<file path="src/rtl/boot_loader_rv32i_pkg.sv">
// Shared types and constants for the RV32I boot loader: FSM states,
// header/word geometry and the word-index to byte-address helper.
package boot_loader_pkg_rv32i;

    typedef enum logic [2:0] {
        RUN,
        HDR0,
        HDR1,
        DATA,
        WRITE,
        RELEASE
    } state_e;

    localparam int BYTES_PER_WORD = 4;
    localparam int HDR_BYTES      = 2;
    localparam int CNT_W          = 16;

    function automatic logic [31:0] word_addr(input logic [CNT_W-1:0] idx);
        return {{(32-CNT_W-2){1'b0}}, idx, 2'b00};
    endfunction

endpackage

</file>
<file path="src/rtl/boot_loader_rv32i_if.sv">
// Host byte link plus instruction-memory write port of the boot loader.
// master = the loader, slave = host/imem side.
interface boot_loader_rv32i_if;
    logic [7:0]  rx_data;
    logic        rx_valid;
    logic        rx_ready;
    logic        imem_we;
    logic [31:0] imem_addr;
    logic [31:0] imem_wdata;

    modport master (
        input  rx_data, rx_valid,
        output rx_ready, imem_we, imem_addr, imem_wdata
    );

    modport slave (
        output rx_data, rx_valid,
        input  rx_ready, imem_we, imem_addr, imem_wdata
    );
endinterface

</file>
<file path="src/rtl/boot_loader_rv32i_packer.sv">
// Little-endian byte-lane packer: bytes land in lane byte_idx (lane 0 = bits 7:0);
// word_full flags the load that completes the word.
module byte_packer_rv32i
    import boot_loader_pkg_rv32i::*;
#(
    parameter int NUM_LANES = BYTES_PER_WORD
) (
    input  logic                   clk,
    input  logic                   rst_n,
    input  logic                   load,
    input  logic                   clr,
    input  logic [7:0]             din,
    output logic [NUM_LANES*8-1:0] word,
    output logic                   word_full
);
    localparam int IDX_W = (NUM_LANES > 1) ? $clog2(NUM_LANES) : 1;

    logic [IDX_W-1:0]           byte_idx;
    logic [NUM_LANES-1:0][7:0]  lane_q;

    always_ff @(posedge clk or negedge rst_n) begin
        if (!rst_n)      byte_idx <= '0;
        else if (clr)    byte_idx <= '0;
        else if (load)   byte_idx <= (byte_idx == IDX_W'(NUM_LANES-1)) ? '0 : byte_idx + 1'b1;
    end

    for (genvar l = 0; l < NUM_LANES; l++) begin : g_lane
        always_ff @(posedge clk or negedge rst_n) begin
            if (!rst_n)                                  lane_q[l] <= '0;
            else if (clr)                                lane_q[l] <= '0;
            else if (load && byte_idx == IDX_W'(l))      lane_q[l] <= din;
        end
    end

    assign word      = lane_q;
    assign word_full = load && (byte_idx == IDX_W'(NUM_LANES-1));

endmodule

</file>
<file path="src/rtl/boot_loader_rv32i.sv">
// Boot/program-load controller: holds the RV32I core in reset, streams a
// length-prefixed image from the host byte link into imem, then releases the core.
module boot_loader_rv32i
    import boot_loader_pkg_rv32i::*;
#(
    parameter int          IMEM_DEPTH  = 256,
    parameter int unsigned TIMEOUT_CYC = 1000000
) (
    input  logic                 clk,
    input  logic                 rst_n,
    input  logic                 load_req,
    boot_loader_rv32i_if.master  bus,
    output logic                 core_rst_n,
    output logic                 busy,
    output logic                 done,
    output logic                 err
);
    localparam logic [CNT_W:0] DEPTH_L = (CNT_W+1)'(IMEM_DEPTH);

    state_e              state;
    logic [CNT_W-1:0]    count;
    logic [CNT_W-1:0]    word_idx;
    logic [31:0]         timer;
    logic [31:0]         pk_word;
    logic                pk_full;

    logic                xfer;
    logic                pk_load;
    logic                pk_clr;
    logic [CNT_W-1:0]    hdr_count;
    logic                hdr_bad;
    logic                timed_out;
    logic [CNT_W-1:0]    word_nxt;

    assign xfer      = bus.rx_valid && bus.rx_ready;
    assign pk_load   = xfer && (state == DATA);
    // Any new load starts from an empty word; WRITE drains the full one.
    assign pk_clr    = (state == WRITE) || (state == RUN && load_req);
    assign hdr_count = {bus.rx_data, count[7:0]};
    assign hdr_bad   = (hdr_count == '0) || ({1'b0, hdr_count} > DEPTH_L);
    assign timed_out = (TIMEOUT_CYC != 0) && (timer == TIMEOUT_CYC);
    assign word_nxt  = word_idx + 1'b1;

    byte_packer_rv32i #(.NUM_LANES(BYTES_PER_WORD)) u_packer (
        .clk       (clk),
        .rst_n     (rst_n),
        .load      (pk_load),
        .clr       (pk_clr),
        .din       (bus.rx_data),
        .word      (pk_word),
        .word_full (pk_full)
    );

    assign bus.rx_ready   = (state == HDR0) || (state == HDR1) || (state == DATA);
    assign bus.imem_we    = (state == WRITE);
    assign bus.imem_addr  = word_addr(word_idx);
    assign bus.imem_wdata = pk_word;
    assign busy           = (state != RUN);
    assign done           = (state == RELEASE);

    // core_rst_n tracks (next_state == RUN) so it moves on the same edge as the state.
    always_ff @(posedge clk or negedge rst_n) begin
        if (!rst_n) begin
            state      <= RUN;
            core_rst_n <= 1'b0;
            err        <= 1'b0;
            count      <= '0;
            word_idx   <= '0;
            timer      <= '0;
        end else begin
            case (state)
                RUN: begin
                    core_rst_n <= 1'b1;
                    if (load_req) begin
                        state      <= HDR0;
                        core_rst_n <= 1'b0;
                        err        <= 1'b0;
                        word_idx   <= '0;
                        timer      <= '0;
                    end
                end
                HDR0, HDR1, DATA: begin
                    core_rst_n <= 1'b0;
                    if (xfer) begin
                        timer <= '0;
                        case (state)
                            HDR0: begin
                                count[7:0] <= bus.rx_data;
                                state      <= HDR1;
                            end
                            HDR1: begin
                                count[15:8] <= bus.rx_data;
                                if (hdr_bad) begin
                                    err   <= 1'b1;
                                    state <= RELEASE;
                                end else begin
                                    state <= DATA;
                                end
                            end
                            default: if (pk_full) state <= WRITE;
                        endcase
                    end else if (timed_out) begin
                        err   <= 1'b1;
                        state <= RELEASE;
                    end else if (timer != '1) begin
                        timer <= timer + 1'b1;
                    end
                end
                WRITE: begin
                    core_rst_n <= 1'b0;
                    word_idx   <= word_nxt;
                    state      <= (word_nxt == count) ? RELEASE : DATA;
                end
                RELEASE: begin
                    core_rst_n <= 1'b1;
                    state      <= RUN;
                end
                default: begin
                    core_rst_n <= 1'b1;
                    state      <= RUN;
                end
            endcase
        end
    end

endmodule

</file>
<file path="src/flat_wrapper.sv">
// flat-port wrapper written by rule: the top's interface ports become plain ports
module boot_loader_rv32i_flat import boot_loader_pkg_rv32i::*;
#(
    parameter int          IMEM_DEPTH  = 256,
    parameter int unsigned TIMEOUT_CYC = 1000000
)
  (clk, rst_n, load_req, core_rst_n, busy, done, err, bus_rx_data, bus_rx_valid, bus_rx_ready, bus_imem_we, bus_imem_addr, bus_imem_wdata);
  boot_loader_rv32i_if bus_i ();
  input  logic clk;
  input  logic rst_n;
  input  logic load_req;
  output logic core_rst_n;
  output logic busy;
  output logic done;
  output logic err;
  input wire logic [$bits(bus_i.rx_data)-1:0] bus_rx_data;
  input wire logic [$bits(bus_i.rx_valid)-1:0] bus_rx_valid;
  output wire logic [$bits(bus_i.rx_ready)-1:0] bus_rx_ready;
  output wire logic [$bits(bus_i.imem_we)-1:0] bus_imem_we;
  output wire logic [$bits(bus_i.imem_addr)-1:0] bus_imem_addr;
  output wire logic [$bits(bus_i.imem_wdata)-1:0] bus_imem_wdata;
  assign bus_i.rx_data = bus_rx_data;
  assign bus_i.rx_valid = bus_rx_valid;
  assign bus_rx_ready = bus_i.rx_ready;
  assign bus_imem_we = bus_i.imem_we;
  assign bus_imem_addr = bus_i.imem_addr;
  assign bus_imem_wdata = bus_i.imem_wdata;
  boot_loader_rv32i #(.IMEM_DEPTH(IMEM_DEPTH), .TIMEOUT_CYC(TIMEOUT_CYC)) u_core (.clk(clk), .rst_n(rst_n), .load_req(load_req), .bus(bus_i), .core_rst_n(core_rst_n), .busy(busy), .done(done), .err(err));
endmodule
</file>
<file path="config.mk">
export PLATFORM = sky130hd
export DESIGN_NAME = boot_loader_rv32i_flat
export DESIGN_NICKNAME = d
export VERILOG_FILES = /design/src/rtl/boot_loader_rv32i_pkg.sv /design/src/rtl/boot_loader_rv32i_if.sv /design/src/rtl/boot_loader_rv32i_packer.sv /design/src/rtl/boot_loader_rv32i.sv /design/src/flat_wrapper.sv
export SDC_FILE = /design/constraint.sdc
export NUM_CORES = 1
export LEC_CHECK = 0
export ABC_CLOCK_PERIOD_IN_PS = 6170
export BUFFER_PORTS_ARGS = -buffer_cell sky130_fd_sc_hd__buf_2
export CAP_MARGIN = 20
export CORE_ASPECT_RATIO = 0.9
export CORE_MARGIN = 2
export CORE_UTILIZATION = 52
export CTS_CLUSTER_SIZE = 40
export DETAILED_ROUTE_END_ITERATION = 6
export HOLD_SLACK_MARGIN = 0.02
export PLACE_DENSITY = 0.83
export SLEW_MARGIN = 0
export SYNTH_ARGS = -nofsm -noshare
export SYNTH_HDL_FRONTEND = slang
export SYNTH_SLANG_ARGS = --single-unit
export TNS_END_PERCENT = 5
</file>
<file path="constraint.sdc">
create_clock -name clk -period 6.17 [get_ports clk]
set_clock_uncertainty 0.15 [all_clocks]
set_input_delay 0.617 -clock clk [delete_from_list [all_inputs] [get_ports clk]]
set_output_delay 0.617 -clock clk [all_outputs]
set_load 0.01 [all_outputs]
</file>
==> results_dict.tcl <==
set metrics [dict create \
    status "finished, final reports clean" \
    synth_top_area_cell "dfrtp_1" \
    synth-seq-cells 103 \
    drive_gt1_frac 0.1760 \
    initial_core_util 0.5357 \
    synthFlopType "dfrtp_1" \
    drt_iter0_markers 340 \
    first_pass_iters 5 \
    layout_common_cells "dfrtp_1, nand2_1, o21ai_0, buf_2, nor2_1" \
    fmax_mhz 322.6 \
    p_leak_nw 2.689 \
    synth_cell_type_count 53 \
    switching_share 0.3865 \
    synth-edff-count 0 \
    num_rows 35 \
    cts-root-buf "clkbuf_16" \
    cts_setup_buffers 0 \
    fin_nets 656 \
    power_density_mw_per_mm2 394.2 \
    routed_wl_mm 12.70 \
    synth.area.top_cells "dfrtp_1, xnor2_1, o21ai_0" \
    grt_use_total 0.2318 \
    synth_top_area_share 0.4696 \
    vias 4507 \
    gp_congestion 0.8670 \
    h-tree-depth 3 \
    end_kind "primary output" \
    setup_viol 0 \
    timing.final.crit_share 0.5025 \
    rsz0062_at_grt "no" \
    wl_per_cell_um 16.47 \
    grt_pass1_vias 4327 \
    switchingPower_mw 0.9301 \
    grt_max_degree 58 \
    hold_violations 0 \
    avgSynthCellArea_um2 9.367 \
    postLayoutSetupSlackWorst_ns 3.070 \
    worstPathCellList "nor2_1 > nand2_1 > inv_1 > buf_2" \
    crit_fanout 21 \
    dp_hpwl_mm 9.025 \
    fp.coreArea_mm2 0.01025 \
    critical_path_class "flop to primary output" \
    syn_area_mm2 0.005489 \
    fin_crit_ns 3.100 \
    cp_slowest_cell "inv_1" \
    critPathRequiredTime_ns 5.40 \
    min_path_type "input port to asynchronous set/reset pin" \
    tritoncts "done" \
    final_area_mm2 0.006103 \
    pwr-share-seq 0.421 \
    max_stage_delay_ns 0.51 \
    ctsLongestPathBuffers 2 \
    post-layout-total-power_mw 2.406 \
    antenna_found_initial 0 \
    die_w_um 112.3 \
    power_frac_clock 0.228 \
    ioPinCount 82 \
    vdd_drop_max_mv 0.2399 \
    ctsHoldBuffers 0 \
    cts_resized 0 \
    drc_errors 0 \
    numCtsBuffers 9 \
    critical_path.startpoint_type "flop" \
    synth_cells 586 \
    place.port_buffers 65 \
    final_core_util 0.5956 \
    slew_headroom 0.2965 \
    seq_area_frac_synth 0.4696 \
    async_flop_share 1.000 \
    clock-sinks 103 \
    diodes 0 \
    die_h_um 101.5 \
    clkTransAtPathRegs_ns 0.07 \
    maxCapViolations 0 \
    post-place-ws_ns 3.505 \
    dieArea_mm2 0.01140 \
    grt.overflow.total 0 \
    grt_pass1_wl_mm 21.25 \
    dpl_cell_area_mm2 0.005799 \
    syn2layout_area_growth_pct 11.19 \
    cp.arrival_ns 2.33 \
    avgViaCountPerCell 5.846 \
    tns_ns 0 \
    ant_nets 0 \
    yosysWarnings 0 \
    crit_buf_inv 2 \
    clk_latency_ns 0.36 \
    internal-power_mw 1.476 \
    timing.final.max_slew_violations 0 \
    crit_family "simple AND/OR/NAND/NOR gates" \
    layout_commonest_cell "dfrtp_1" \
    p_comb_frac 0.351 \
    tightest_slew_ns 1.055 \
]
[power groups by stage]
| stage | combinational [mW] | sequential (mW) | clock [mW] |
|---|---|---|---|
| after detailed placement | 0.834 | 1.02 | 0 |
| after global routing | 0.940 | 1.03 | 0.585 |
| after global placement | 0.798 | 1.01 | 0 |
| after CTS | 0.836 | 1.01 | 0.558 |
| after floorplan | 0.557 | 1.02 | 0 |
| final | 0.845 | 1.01 | 0.547 |
[cell usage after synthesis, drive strengths merged (4+ instances only)]
library cell / number
inv: 12
dfrtp: 103
nor3: 21
xor2: 11
nand2: 79
a21oi: 12
buf: 25
nand3: 25
a31oi: 5
nor4: 19
o21ai: 67
or3: 4
nand4: 18
nor4b: 5
and2: 5
and3: 7
clkbuf: 20
mux2: 16
nor2: 46
and4: 7
ha: 7
xnor2: 41
[layout make-up]
cell class	instances	area, um2
clock inverters	6	52.55
fillers	872	4144
repair buffers	70	365.4
flip-flops and latches	103	2577
well taps	129	161.4
clock buffers	10	229.0
multi-input cells	441	2673
inverters	12	45.04
[kinds of logic (layout without fill, tap and decap cells)]
| kind of cell | Yosys count | count (layout) | synth area share |
|---|---|---|---|
| other | 1 | 16 | 0.0006832 |
| XOR/XNOR | 53 | 53 | 0.08730 |
| flip-flops | 103 | 103 | 0.4696 |
| AO/OA/AOI/OAI | 99 | 99 | 0.1003 |
| adder cells (fa/ha/maj) | 7 | 7 | 0.01596 |
| AND/OR/NAND/NOR | 250 | 250 | 0.2396 |
| multiplexers | 16 | 16 | 0.03282 |
| buffers and inverters | 57 | 98 | 0.05379 |
[path summary, 6_finish.rpt]
path                                                 startpoint                              endpoint  slack (ns)  cells past startpoint
max                                 u_core.state[0]$_DFFE_PN0P_                           bus_imem_we        3.07                      4
min                                                       rst_n           u_core.timer[4]$_DFFE_PN0P_        0.11                      1
max reg2reg                        u_core.timer[11]$_DFFE_PN0P_           u_core.timer[1]$_DFFE_PN0P_        3.45                      5
min reg2reg                u_core.u_packer.word[18]$_DFFE_PN0P_  u_core.u_packer.word[18]$_DFFE_PN0P_        0.33                      2
max in group asynchronous                                 rst_n   u_core.u_packer.word[8]$_DFFE_PN0P_        4.61                      2
min in group clk           u_core.u_packer.word[18]$_DFFE_PN0P_  u_core.u_packer.word[18]$_DFFE_PN0P_        0.33                      2
[registers in the layout, indices dropped and copies added (netlist names)]
signal	count
u_core.core_rst_n	1
u_core.count	16
u_core.err	1
u_core.state	3
u_core.timer	32
u_core.u_packer.byte_idx	2
u_core.u_packer.word	32
u_core.word_idx	16
[routing by layer]
metal	vias up	track usage	part of all wire
met5	-	0	0
met4	0	0.08912	0.016
met3	22	0.05027	0.055
met2	165	0.3911	0.50
met1	2199	0.2969	0.42
li1	2121	-	-
[per-stage QoR]
| step | hold slack (ns) | cells |
|---|---|---|
| 2_1_floorplan | 0.1714 | 601 |
| 3_3_place_gp | 0.3087 | 752 |
| 3_5_place_dp | 0.3152 | 752 |
| 4_1_cts | 0.1341 | 768 |
| 5_1_grt | 0.1682 | 771 |
| 6_report | 0.1120 | 771 |
Note: power is estimated with default switching activity, not from simulation.
